<file path="config.mk">
export PLATFORM = sky130hd
export DESIGN_NAME = midi_uart_rx_param
export DESIGN_NICKNAME = d
export VERILOG_FILES = /design/src/rtl/midi_uart_pkg.sv /design/src/rtl/midi_rx_sampler.sv /design/src/rtl/midi_uart_rx_param.sv
export SDC_FILE = /design/constraint.sdc
export NUM_CORES = 1
export LEC_CHECK = 0
export ABC_AREA = 1
export CAP_MARGIN = 20
export CORE_UTILIZATION = 45
export DETAILED_ROUTE_END_ITERATION = 6
export PLACE_DENSITY = 0.72
export SYNTH_ARGS = -nofsm -noshare
export SYNTH_HDL_FRONTEND = slang
export SYNTH_HIERARCHICAL = 1
export SYNTH_SLANG_ARGS = --single-unit
</file>
<file path="constraint.sdc">
create_clock -name midi_system_clock -period 2.2 [get_ports midi_system_clock]
set_input_delay 0.44 -clock midi_system_clock [delete_from_list [all_inputs] [get_ports midi_system_clock]]
set_output_delay 0.44 -clock midi_system_clock [all_outputs]
set_load 0.02 [all_outputs]
</file>
<file path="src/rtl/midi_uart_pkg.sv">
// Shared types and constants for the MIDI serial receiver.
package midi_uart_pkg;

  typedef enum logic [2:0] {
    IDLE  = 3'd0,
    START = 3'd1,
    DATA  = 3'd2,
    PAR   = 3'd3,
    STOP  = 3'd4,
    BREAK = 3'd5
  } rx_state_e;

  localparam int PARITY_NONE = 0;
  localparam int PARITY_EVEN = 1;
  localparam int PARITY_ODD  = 2;

  localparam logic [4:0] RT_PREFIX = 5'h1F;

  // Expected parity bit for a zero-extended data word.
  function automatic logic parity_of(input logic [8:0] word, input logic odd);
    return (^word) ^ odd;
  endfunction

endpackage

</file>
<file path="src/rtl/midi_rx_sampler.sv">
// Line conditioning: synchroniser, start-edge detect, bit phase counter and
// 3-sample majority vote around the bit centre.
module midi_rx_sampler #(
  parameter int OVERSAMPLE = 8
) (
  input  logic clk,
  input  logic rst,
  input  logic rx_in,
  input  logic hunt,
  output logic start_edge,
  output logic bit_tick,
  output logic bit_val,
  output logic rx_s
);
  import midi_uart_pkg::*;

  localparam int PW = $clog2(OVERSAMPLE);
  localparam int C  = OVERSAMPLE / 2;

  logic          sync1_q, rx_s_q, rx_d_q;
  logic [PW-1:0] phase_q, phase_d;
  logic          samp_a_q, samp_a_d;
  logic          samp_b_q, samp_b_d;

  assign start_edge = rx_d_q & ~rx_s_q;
  assign bit_tick   = (phase_q == PW'(C + 1));
  assign bit_val    = (samp_a_q & samp_b_q) | (samp_a_q & rx_s_q) | (samp_b_q & rx_s_q);
  assign rx_s       = rx_s_q;

  always_comb begin
    phase_d  = phase_q;
    samp_a_d = samp_a_q;
    samp_b_d = samp_b_q;
    // Only a start edge seen while hunting realigns the bit phase.
    if (hunt && start_edge) begin
      phase_d = '0;
    end else if (phase_q == PW'(OVERSAMPLE - 1)) begin
      phase_d = '0;
    end else begin
      phase_d = phase_q + PW'(1);
    end
    if (phase_q == PW'(C - 1)) begin
      samp_a_d = rx_s_q;
    end else begin
      samp_a_d = samp_a_q;
    end
    if (phase_q == PW'(C)) begin
      samp_b_d = rx_s_q;
    end else begin
      samp_b_d = samp_b_q;
    end
  end

  always_ff @(posedge clk or posedge rst) begin
    if (rst) begin
      sync1_q  <= 1'b1;
      rx_s_q   <= 1'b1;
      rx_d_q   <= 1'b0;
      phase_q  <= '0;
      samp_a_q <= 1'b0;
      samp_b_q <= 1'b0;
    end else begin
      sync1_q  <= rx_in;
      rx_s_q   <= sync1_q;
      rx_d_q   <= rx_s_q;
      phase_q  <= phase_d;
      samp_a_q <= samp_a_d;
      samp_b_q <= samp_b_d;
    end
  end

endmodule

</file>
<file path="src/rtl/midi_uart_rx_param.sv">
// Parametrised MIDI receiver: frame FSM, error detection, FIFO routing and a
// saturating error counter on top of the line sampler.
module midi_uart_rx_param #(
  parameter int OVERSAMPLE = 8,
  parameter int DATA_BITS  = 8,
  parameter int PARITY     = 0,
  parameter int STOP_BITS  = 1,
  parameter int RT_SPLIT   = 1,
  parameter int ERR_CNT_W  = 8
) (
  input  logic                 midi_system_clock,
  input  logic                 midi_rst,
  input  logic                 midi_uart_in,
  input  logic                 data_fifo_full,
  input  logic                 real_fifo_full,
  input  logic                 err_clear,
  output logic [DATA_BITS-1:0] fifo_data,
  output logic                 data_fifo_wr,
  output logic                 real_fifo_wr,
  output logic                 err_parity,
  output logic                 err_framing,
  output logic                 err_overrun,
  output logic                 line_break,
  output logic [ERR_CNT_W-1:0] err_count
);
  import midi_uart_pkg::*;

  localparam int         PW       = $clog2(OVERSAMPLE);
  localparam bit         RT_EN    = (RT_SPLIT != 0) && (DATA_BITS == 8);
  localparam logic       PAR_ODD  = (PARITY == PARITY_ODD);
  localparam logic [3:0] LAST_BIT = 4'(DATA_BITS - 1);

  rx_state_e             state_q, state_d;
  logic [3:0]            bit_idx_q, bit_idx_d;
  logic                  stop_idx_q, stop_idx_d;
  logic [DATA_BITS-1:0]  shift_q, shift_d;
  logic                  par_bad_q, par_bad_d;
  logic                  stop_bad_q, stop_bad_d;
  logic [PW-1:0]         hi_cnt_q, hi_cnt_d;
  logic [DATA_BITS-1:0]  fifo_data_q, fifo_data_d;
  logic                  pend_q, pend_d;
  logic                  pend_rt_q, pend_rt_d;
  logic                  err_par_q, err_par_d;
  logic                  err_frm_q, err_frm_d;
  logic                  line_break_q, line_break_d;
  logic [ERR_CNT_W-1:0]  err_count_q, err_count_d;

  logic       start_edge_s, bit_tick_s, bit_val_s, rx_s, hunt_s;
  logic [8:0] data_ext_s;
  logic       is_rt_s, stop_bad_s, err_any_s;

  midi_rx_sampler #(.OVERSAMPLE(OVERSAMPLE)) u_sampler (
    .clk        (midi_system_clock),
    .rst        (midi_rst),
    .rx_in      (midi_uart_in),
    .hunt       (hunt_s),
    .start_edge (start_edge_s),
    .bit_tick   (bit_tick_s),
    .bit_val    (bit_val_s),
    .rx_s       (rx_s)
  );

  assign hunt_s     = (state_q == IDLE);
  assign data_ext_s = 9'(shift_q);
  assign is_rt_s    = RT_EN && (data_ext_s[7:3] == RT_PREFIX);
  assign stop_bad_s = stop_bad_q | ~bit_val_s;

  always_comb begin
    state_d      = state_q;
    bit_idx_d    = bit_idx_q;
    stop_idx_d   = stop_idx_q;
    shift_d      = shift_q;
    par_bad_d    = par_bad_q;
    stop_bad_d   = stop_bad_q;
    hi_cnt_d     = hi_cnt_q;
    fifo_data_d  = fifo_data_q;
    pend_d       = 1'b0;
    pend_rt_d    = pend_rt_q;
    err_par_d    = 1'b0;
    err_frm_d    = 1'b0;
    line_break_d = line_break_q;
    case (state_q)
      IDLE: begin
        bit_idx_d  = 4'd0;
        stop_idx_d = 1'b0;
        par_bad_d  = 1'b0;
        stop_bad_d = 1'b0;
        if (start_edge_s) begin
          state_d = START;
        end else begin
          state_d = IDLE;
        end
      end
      START: begin
        if (bit_tick_s) begin
          state_d   = bit_val_s ? IDLE : DATA;
          bit_idx_d = 4'd0;
        end else begin
          state_d = START;
        end
      end
      DATA: begin
        if (bit_tick_s) begin
          // LSB arrives first, so after DATA_BITS shifts it sits at bit 0.
          shift_d = {bit_val_s, shift_q[DATA_BITS-1:1]};
          if (bit_idx_q == LAST_BIT) begin
            state_d = (PARITY != PARITY_NONE) ? PAR : STOP;
          end else begin
            bit_idx_d = bit_idx_q + 4'd1;
          end
        end else begin
          state_d = DATA;
        end
      end
      PAR: begin
        if (bit_tick_s) begin
          par_bad_d = bit_val_s ^ parity_of(data_ext_s, PAR_ODD);
          state_d   = STOP;
        end else begin
          state_d = PAR;
        end
      end
      STOP: begin
        if (bit_tick_s && (stop_idx_q == 1'(STOP_BITS - 1))) begin
          state_d = IDLE;
          if (stop_bad_s && (shift_q == '0) && !par_bad_q) begin
            line_break_d = 1'b1;
            err_frm_d    = 1'b1;
            hi_cnt_d     = '0;
            state_d      = BREAK;
          end else if (stop_bad_s) begin
            err_frm_d = 1'b1;
          end else if (par_bad_q) begin
            err_par_d = 1'b1;
          end else begin
            fifo_data_d = shift_q;
            pend_d      = 1'b1;
            pend_rt_d   = is_rt_s;
          end
        end else if (bit_tick_s) begin
          stop_idx_d = 1'b1;
          stop_bad_d = stop_bad_s;
        end else begin
          state_d = STOP;
        end
      end
      BREAK: begin
        if (!rx_s) begin
          hi_cnt_d = '0;
        end else if (hi_cnt_q == PW'(OVERSAMPLE - 1)) begin
          hi_cnt_d     = '0;
          line_break_d = 1'b0;
          state_d      = IDLE;
        end else begin
          hi_cnt_d = hi_cnt_q + PW'(1);
        end
      end
      default: begin
        state_d = IDLE;
      end
    endcase
  end

  // The full flag is judged in the strobe cycle itself, one cycle after the decision.
  assign data_fifo_wr = pend_q & ~pend_rt_q & ~data_fifo_full;
  assign real_fifo_wr = pend_q &  pend_rt_q & ~real_fifo_full;
  assign err_overrun  = pend_q & (pend_rt_q ? real_fifo_full : data_fifo_full);
  assign err_any_s    = err_par_q | err_frm_q | err_overrun;

  always_comb begin
    err_count_d = err_count_q;
    if (err_clear) begin
      err_count_d = '0;
    end else if (err_any_s && (err_count_q != {ERR_CNT_W{1'b1}})) begin
      err_count_d = err_count_q + ERR_CNT_W'(1);
    end else begin
      err_count_d = err_count_q;
    end
  end

  always_ff @(posedge midi_system_clock or posedge midi_rst) begin
    if (midi_rst) begin
      state_q      <= IDLE;
      bit_idx_q    <= 4'd0;
      stop_idx_q   <= 1'b0;
      shift_q      <= '0;
      par_bad_q    <= 1'b0;
      stop_bad_q   <= 1'b0;
      hi_cnt_q     <= '0;
      fifo_data_q  <= '0;
      pend_q       <= 1'b0;
      pend_rt_q    <= 1'b0;
      err_par_q    <= 1'b0;
      err_frm_q    <= 1'b0;
      line_break_q <= 1'b0;
      err_count_q  <= '0;
    end else begin
      state_q      <= state_d;
      bit_idx_q    <= bit_idx_d;
      stop_idx_q   <= stop_idx_d;
      shift_q      <= shift_d;
      par_bad_q    <= par_bad_d;
      stop_bad_q   <= stop_bad_d;
      hi_cnt_q     <= hi_cnt_d;
      fifo_data_q  <= fifo_data_d;
      pend_q       <= pend_d;
      pend_rt_q    <= pend_rt_d;
      err_par_q    <= err_par_d;
      err_frm_q    <= err_frm_d;
      line_break_q <= line_break_d;
      err_count_q  <= err_count_d;
    end
  end

  assign fifo_data   = fifo_data_q;
  assign err_parity  = err_par_q;
  assign err_framing = err_frm_q;
  assign line_break  = line_break_q;
  assign err_count   = err_count_q;

endmodule
</file>
==> metrics.csv, run 1 <==
metric;value;unit
status;finished clean;
drt_first_pass_iters;7;
avgSynthCellArea;8.22;um^2
coreArea;0.00547;mm^2
nets;362;
synth_edf_count;0;
drtIter0Drc;102;
dp_cells;408;
final.period_utilization;0.968;
num_vias;2049;
wl_per_cell;11.0;um
cts_tree;built;
crit_buf_inv;2;
ys.flop_type;dfrtp_1;
finalNonFillerCells;416;
worst_pin_slew;0.541;ns
root_buffer;clkbuf_8;
layout-drive-gt1-share;0.0610;
clkTransAtPathRegs;0.08;ns
utilization;0.546;
avgViaCountPerCell;4.93;
ant_nets;0;
slew_headroom;0.639;
cts_buffers;5;
crit_path_cell_trace;clkdlybuf4s50_1, nand3_1, nand2_1, clkdlybuf4s50_1;
async_flop_share;1.00;
switchingPower;1.01;mW
grt_max_degree;43;
grt_overflow;0;
ys_ff_latch;50;
grt_setup_unrepaired;no;
worst_ep_required_time;1.76;ns
hold_viol_final;0;
hpwl;3.34;mm
holdBufCountCts;0;
synth_cells;310;
p_sw_frac;0.376;
synth_seq_area_share;0.492;
gp_congestion;0.865;
maxCapViolCount;0;
setup-violations-final;0;
p_seq_frac;0.457;
hold_path.class;flop to flop;
drcViolationCount;0;
power_density;895;mW/mm^2
finalSetupTns;0;ns
dieArea;0.00597;mm^2
antenna_cells;0;
cp.arrival;1.69;ns
drt-total-wl;4.57;mm
crit_path_end_kind;output port;
grt_pass1_vias;1915;
clockBufferDepth;2;
holdWs;0.362;ns
min_period;2.13;ns
io_pins;28;
critPathMostFrequentCell;clkdlybuf4s50_1;
cp_max_fo;2;
p_leak;1.50;nW
drv_slew;0;
worst_clock_skew;0.00688;ns
cpPeakStageDelay;0.59;ns
synth_cell_type_count;29;
intPower;1.67;mW
track_usage;0.172;
slowest_stage;clkdlybuf4s50_1;
rows;27;
cts_sinks;50;
crit_family;buffers and inverters;
comb_power_share;0.351;
die_x;77.2;um
area_growth;17.4;%
synth_fp_nets;329;
cts_htree_levels;2;
post_cts_resized;0;
port_buffers;27;
cts_setup_buffers;0;
antenna_found_initial;0;
die_h;77.2;um
max_freq;0.470;GHz
crit_path_start_kind;primary input;
insertion_delay;0.30;ns
start_util;0.465;
grt_pass1_wl;8.25;mm
irDropWorstVdd;0.506;mV
netlist_area;0.00255;mm^2
power_frac_clock;0.191;
synth_warnings;6;
path_class;primary input to output port;
## synthesized netlist by cell type, types with 2 or more instances
cell	instances	area share
inv_1	43	0.063
nor2_4	2	0.0088
inv_2	3	0.0044
a21oi_1	14	0.028
nand3b_1	3	0.0088
ha_1	13	0.064
dfstp_2	2	0.021
nand4_1	6	0.015
buf_2	2	0.0039
nand2_1	78	0.11
dfrtp_1	48	0.47
o21ai_0	18	0.035
nor2_1	31	0.046
nand3_1	23	0.045
or2_2	2	0.0049
xor2_1	5	0.017
nor3_1	5	0.0098
## worst register-to-register path, delay by kind of cell (launching register included)
kind | cells | cell delay [ns]
flip-flops | 1 | 0.61
AO/OA/AOI/OAI | 2 | 0.33
AND/OR/NAND/NOR | 4 | 0.51
buffers and inverters | 3 | 0.43
## layer usage
layer	global-route usage	part of all wire
met5	0	0
met1	0.222	0.47
met2	0.280	0.47
met4	0.0604	0.014
met3	0.0405	0.043
## power groups by stage
stage | clock network, mW | logic (mW) | registers, mW
floorplan | 0 | 0.611 | 1.29
global placement | 0 | 0.917 | 1.24
detailed placement | 0 | 0.943 | 1.24
CTS | 0.545 | 0.950 | 1.22
global route | 0.572 | 1.09 | 1.25
finish | 0.513 | 0.941 | 1.22
## stage by stage
step                      worst slack [ns]  instance area, um^2  power (mW)
after floorplan                      0.433                 2550        1.90
after global placement              0.0985                 2900        2.16
after detailed placement            0.0687                 2900        2.19
after CTS                           0.0633                 2990        2.72
after global routing               0.00745                 2990        2.91
final                               0.0711                 2990        2.68
## area by class of cell
cell class                 count  area, um^2
inverter                      46         173
timing repair buffer          29         290
multi-input combinational    211        1100
fill                         505        2480
clock buffer                   7        76.3
sequential                    50        1250
clock inverter                 1        7.51
tap                           72        90.1
## cell usage in the layout, fill, tap and decap left out, types with 2 or more instances in the layout
| cell type | instances |
|---|---|
| a21oi_1 | 14 |
| nor2_4 | 2 |
| nand3_1 | 23 |
| nand4_1 | 6 |
| buf_4 | 2 |
| nor3_1 | 5 |
| dlymetal6s2s_1 | 2 |
| nand3b_1 | 3 |
| inv_2 | 3 |
| dfrtp_1 | 48 |
| o21ai_0 | 18 |
| clkbuf_1 | 2 |
| clkdlybuf4s50_1 | 25 |
| ha_1 | 13 |
| nand2_1 | 78 |
| xor2_1 | 5 |
| clkbuf_8 | 5 |
| inv_1 | 43 |
| or2_2 | 2 |
| dfstp_2 | 2 |
| nor2_1 | 31 |
## logic make-up (layout without fill, tap and decap cells)
group / Yosys count / count (layout) / share of synthesized area
XOR/XNOR: 6 / 6 / 0.0206
AND/OR/NAND/NOR: 155 / 155 / 0.271
buffers and inverters: 49 / 83 / 0.0761
AO/OA/AOI/OAI: 37 / 37 / 0.0766
adder cells (fa/ha/maj): 13 / 13 / 0.0639
flip-flops: 50 / 50 / 0.492
## sequential cells by signal, indices dropped and copies added, names as in the netlist, 3 cells and up
name               count
u_sampler/phase_q      3
state_q                3
fifo_data              8
bit_idx_q              4
shift_q                8
hi_cnt_q               3
err_count              8
## final timing paths
path	from	slack (ns)	to	cells after the start
worst min register to register	u_sampler/sync1_q	0.36	u_sampler/rx_s	0
max in group asynchronous	midi_rst	1.23	fifo_data[2]	3
worst max-delay path	data_fifo_full	0.07	err_overrun	4
worst max register to register	u_sampler/rx_s	0.26	pend_rt_q	9
worst min-delay path	u_sampler/sync1_q	0.36	u_sampler/rx_s	0
min in group asynchronous	midi_rst	0.40	u_sampler/phase_q[0]	2
No activity file was read; power rests on OpenSTA's default activity.
==> run 2, diff against run 1 <==
--- a/config.mk
+++ b/config.mk
@@ -9,6 +9,7 @@
 export CAP_MARGIN = 20
 export CORE_UTILIZATION = 45
 export DETAILED_ROUTE_END_ITERATION = 6
+export HOLD_SLACK_MARGIN = 0.1
 export PLACE_DENSITY = 0.72
 export SYNTH_ARGS = -nofsm -noshare
 export SYNTH_HDL_FRONTEND = slang
==> constraint.sdc (replaced) <==
create_clock -name midi_system_clock -period 2.2 [get_ports midi_system_clock]
set_input_delay 0.33 -clock midi_system_clock [delete_from_list [all_inputs] [get_ports midi_system_clock]]
set_output_delay 0.33 -clock midi_system_clock [all_outputs]
set_load 0.02 [all_outputs]
==> run 2 against run 1 <==
Power rose by 5.3%. Sequential power barely moved. Via count rose by 0.44%. Sequential cell count unchanged. Global-route usage increased by 0.30 points. Design area rose by 0.79%. Setup slack gained 0.17 ns. Maximum frequency rose by 8.4%. Critical endpoint unchanged. Highest routed layer unchanged.
==> metrics.csv, run 2 (same netlist as run 1, synthesis figures left out) <==
metric;value;unit
crit_buf_inv;2;
grt_pass1_wl;8.47;mm
clockBufferDepth;2;
crit_path_start_kind;primary input;
io_pins;28;
drt-total-wl;4.60;mm
cpPeakStageDelay;0.60;ns
antenna_cells;0;
root_buffer;clkbuf_8;
cts_setup_buffers;0;
dieArea;0.00597;mm^2
rows;27;
final_cell_mix;78 x nand2_1, 48 x dfrtp_1, 43 x inv_1;
antenna_found_initial;0;
slew_headroom;0.649;
die_x;77.2;um
regArea;0.00125;mm^2
cp_max_fo;2;
coreArea;0.00547;mm^2
fill_cells;506;
track_usage;0.175;
rrSetupSlack;0.31;ns
post_cts_resized;0;
crit_family;buffers and inverters;
area_growth;18.3;%
critPathMostFrequentCell;clkdlybuf4s50_1;
hpwl;3.37;mm
gp_congestion;0.847;
insertion_delay;0.30;ns
grt_max_degree;43;
grt_setup_unrepaired;no;
clkTransAtPathRegs;0.09;ns
cts_htree_levels;2;
dp_slack;0.256;ns
num_vias;2058;
min_period;1.96;ns
setup_ws;0.237;ns
maxCapViolCount;0;
wl_per_cell;11.0;um
hold_path.class;primary input to asynchronous set/reset pin;
port_buffers;27;
drcViolationCount;0;
irDropWorstVdd;0.392;mV
power_density;935;mW/mm^2
path_class;primary input to output port;
drv_slew;0;
slowest_stage;clkdlybuf4s50_1;
layout-drive-gt1-share;0.0669;
worst_pin_slew;0.527;ns
nets;362;
start_util;0.465;
hold_viol_final;0;
worst_clock_skew;0.0107;ns
finalSetupTns;0;ns
grt_overflow;0;
cp.arrival;1.63;ns
final.period_utilization;0.892;
crit_path_cell_trace;clkdlybuf4s50_1, nand3_1, nand2_1, clkdlybuf4s50_1;
holdBufCountCts;0;
cts_tree;built;
setup-violations-final;0;
die_h;77.2;um
drt_first_pass_iters;4;
cts_buffers;5;
worst_ep_required_time;1.87;ns
max_freq;0.509;GHz
drtIter0Drc;123;
cts_sinks;50;
grt_pass1_vias;2006;
p_leak;1.48;nW
status;finished clean;
multi_input_area;0.00110;mm^2
final_common_cell;nand2_1;
avgViaCountPerCell;4.95;
ant_nets;0;
crit_path_end_kind;output port;
run 2: through the flow:
step                area (um^2)  power (mW)  cells  hold slack (ns)  utilization
finish                     3010        2.82    416            0.292        0.551
global route               3010        3.07    416            0.329        0.551
detailed placement         2900        2.19    408            0.347        0.530
floorplan                  2550        1.90    310            0.144            -
global placement           2900        2.16    408            0.346        0.530
CTS                        3010        2.86    416            0.294        0.551
run 2: routing by layer:
metal / GRT usage / wire length (um) / share of wire
met5: 0 / 0 / 0
met4: 0.0472 / 55 / 0.012
met3: 0.0393 / 243 / 0.053
met2: 0.299 / 2180 / 0.47
met1: 0.221 / 2110 / 0.46
run 2: where the power goes:
group	internal, mW	switching, mW
sequential	1.09	0.141
clock	0.341	0.313
combinational	0.358	0.580
total	1.78	1.03
run 2: final timing paths:
kind                                        start  cells after the start                   end
max in group asynchronous                midi_rst                      3            state_q[0]
hold / removal                           midi_rst                      2  u_sampler/phase_q[2]
min in group midi_system_clock  u_sampler/sync1_q                      0        u_sampler/rx_s
setup reg to reg                   u_sampler/rx_s                      9             pend_rt_q
setup / recovery                   real_fifo_full                      4           err_overrun
hold reg to reg                 u_sampler/sync1_q                      0        u_sampler/rx_s
run 2: layout make-up:
type,instances,area share
Sequential cell,50,0.416
Timing Repair Buffer,29,0.0946
Clock buffer,5,0.0228
Multi-Input combinational cell,211,0.365
Clock inverter,3,0.0145
Inverter,46,0.0573
Tap cell,72,0.0299
==> run 3, diff against run 2 <==
--- a/config.mk
+++ b/config.mk
@@ -8,10 +8,11 @@
 export ABC_AREA = 1
 export CAP_MARGIN = 20
 export CORE_UTILIZATION = 45
+export CTS_BUF_LIST = sky130_fd_sc_hd__clkbuf_2 sky130_fd_sc_hd__clkbuf_4 sky130_fd_sc_hd__clkbuf_8
 export DETAILED_ROUTE_END_ITERATION = 6
+export DONT_BUFFER_PORTS = 1
 export HOLD_SLACK_MARGIN = 0.1
-export PLACE_DENSITY = 0.72
+export PLACE_DENSITY = 0.66
 export SYNTH_ARGS = -nofsm -noshare
 export SYNTH_HDL_FRONTEND = slang
-export SYNTH_HIERARCHICAL = 1
 export SYNTH_SLANG_ARGS = --single-unit
==> run 3 against run 2 <==
Synthesized area rose by 0.54%. Non-clock buffer count decreased by 26. Clock power down 25%. Sequential share of layout area grew 4.2 points. Highest routed layer unchanged.
==> metrics.csv, run 3 <==
metric;value;unit
status;finished clean;
worst_clock_skew;0.0101;ns
ys_ff_latch;50;
reg2reg_from;err_count[1];
drt_first_pass_iters;4;
antenna_cells;0;
rrSetupSlack;0.54;ns
finalSetupTns;0;ns
critPathMostFrequentCell;nand2_1;
clkTransAtPathRegs;0.08;ns
grt_pass1_wl;8.00;mm
crit_path_cell_trace;ha_1, nand2_1, inv_1, nand4_1, nand2_1, nand2_1, inv_1, nand2_1, o21ai_0;
power_density;869;mW/mm^2
synth_seq_area_share;0.489;
crit_path_start_kind;flop;
synth_cell_type_count;31;
root_buffer;clkbuf_8;
hold-path-endpoint;err_count[3];
max_freq;0.602;GHz
cts_tree;built;
die_h;77.4;um
nets;323;
maxCapViolCount;0;
drv_slew;0;
yosysTopAreaCell;dfrtp_1;
worst_ep_required_time;2.42;ns
grt_pass1_vias;1866;
synth_fp_nets;315;
cts_htree_levels;2;
crit_path_end_kind;flop;
worst_pin_slew;0.617;ns
reg2reg_to;err_count[7];
crit_family;flip-flops;
port_buffers;0;
avgSynthCellArea;8.65;um^2
io_pins;28;
final.period_utilization;0.756;
async_flop_share;1.00;
synth_edf_count;0;
insertion_delay;0.30;ns
setup-violations-final;0;
antenna_found_initial;0;
post_cts_resized;0;
layout-drive-gt1-share;0.135;
cts_sinks;50;
stdcell_area;0.00274;mm^2
rows;27;
coreArea;0.00551;mm^2
grt_setup_unrepaired;no;
yosys.area.top_type_share;0.469;
track_usage;0.171;
cts_buffers;5;
final_common_cell;nand2_1;
grt_max_degree;51;
cp.arrival;1.88;ns
clockBufferDepth;2;
avgViaCountPerCell;4.94;
cts_setup_buffers;0;
wl_per_cell;11.6;um
gp_congestion;0.842;
path_class;flop to flop;
die_x;77.4;um
p_leak;1.36;nW
start_util;0.465;
min_from;err_clear;
drt-total-wl;4.38;mm
cpPeakStageDelay;0.51;ns
cp_max_fo;7;
synth_warnings;0;
final_cell_mix;76 x nand2_1, 48 x dfrtp_1, 32 x inv_1;
crit_start;err_count[1];
ys.flop_type;dfrtp_1;
num_vias;1857;
hpwl;3.26;mm
holdBufCountCts;2;
drcViolationCount;0;
grt_overflow;0;
irDropWorstVdd;0.445;mV
placedInstanceArea;0.00264;mm^2
synth.area.top_cells;dfrtp_1 47%, nand2_1 11%, ha_1 6.4%;
rr_worst_depth;9;
hold_path.class;primary input to flop;
synth_cells;296;
synth_commonest_cells;76 x nand2_1, 48 x dfrtp_1, 33 x inv_1;
drtIter0Drc;110;
dieArea;0.00600;mm^2
hold_depth;3;
slowest_stage;dfrtp_1;
synthMostInstantiatedCell;nand2_1;
netlist_area;0.00256;mm^2
ant_nets;0;
slew_headroom;0.585;
crit_buf_inv;2;
min_period;1.66;ns
area_growth;6.79;%
hold_viol_final;0;
-- run 3: cell types whose count changed in the layout (fill, tap and decap cells not counted), moves of 6 or more --
cell             delta
a21oi_1            -10
nand2_2             +6
clkdlybuf4s50_1    -27
inv_1              -11
o21ai_2             +8
nor2_1             -14
-- run 3: report_power, final --
part	switching [mW]	internal [mW]	leakage, nW
clock network	0.275	0.214	0.0438
logic	0.477	0.241	0.639
registers	0.131	1.04	0.674
total	0.883	1.49	1.36
-- run 3: worst max path at each step --
stage / to / slack (ns) / depth (start not counted)
after floorplan: bit_idx_q[0] / 0.67 / 1
after global placement: err_count[7] / 0.54 / 8
after detailed placement: err_count[7] / 0.53 / 8
after CTS: err_count[7] / 0.52 / 9
after global routing: err_count[6] / 0.34 / 9
final: err_count[7] / 0.54 / 9
-- run 3: layout make-up --
class | count | area, um^2
Inverter | 40 | 150
Tap cell | 72 | 90.1
Clock buffer | 5 | 68.8
Sequential cell | 50 | 1250
Timing Repair Buffer | 3 | 27.5
Clock inverter | 2 | 10.0
Fill cell | 535 | 2770
Multi-Input combinational cell | 204 | 1130
-- run 3: cells by family after synthesis --
| family | Yosys count | share of synthesized area |
|---|---|---|
| flops | 50 | 0.489 |
| buf+inv | 42 | 0.0674 |
| fa+ha+maj | 13 | 0.0635 |
| xor+xnor | 9 | 0.0308 |
| simple gates | 147 | 0.263 |
| compound gates | 35 | 0.0855 |
-- run 3: metrics by stage --
| stage | hold slack [ns] | util | power, mW | std cells | setup slack (ns) |
|---|---|---|---|---|---|
| finish | 0.192 | 0.497 | 2.38 | 376 | 0.538 |
| floorplan | 0.334 | - | 1.76 | 296 | 0.672 |
| CTS | 0.177 | 0.497 | 2.42 | 376 | 0.516 |
| detailed placement | 0.335 | 0.479 | 1.91 | 367 | 0.529 |
| global placement | 0.335 | 0.479 | 1.90 | 367 | 0.541 |
| global route | 0.199 | 0.497 | 2.59 | 376 | 0.340 |
-- run 3: metal layers --
layer	wire [um]	track usage
met1	2100	0.214
met2	2020	0.278
met3	198	0.0424
met4	59	0.0811
met5	0	0
-- run 3: worst register-to-register path, cell delays in order, from the launching register on --
cell,delay [ns]
dfrtp_1,0.51
ha_1,0.26
nand2_1,0.06
inv_1,0.11
nand4_1,0.09
nand2_1,0.10
nand2_1,0.13
inv_1,0.19
nand2_1,0.07
o21ai_0,0.07
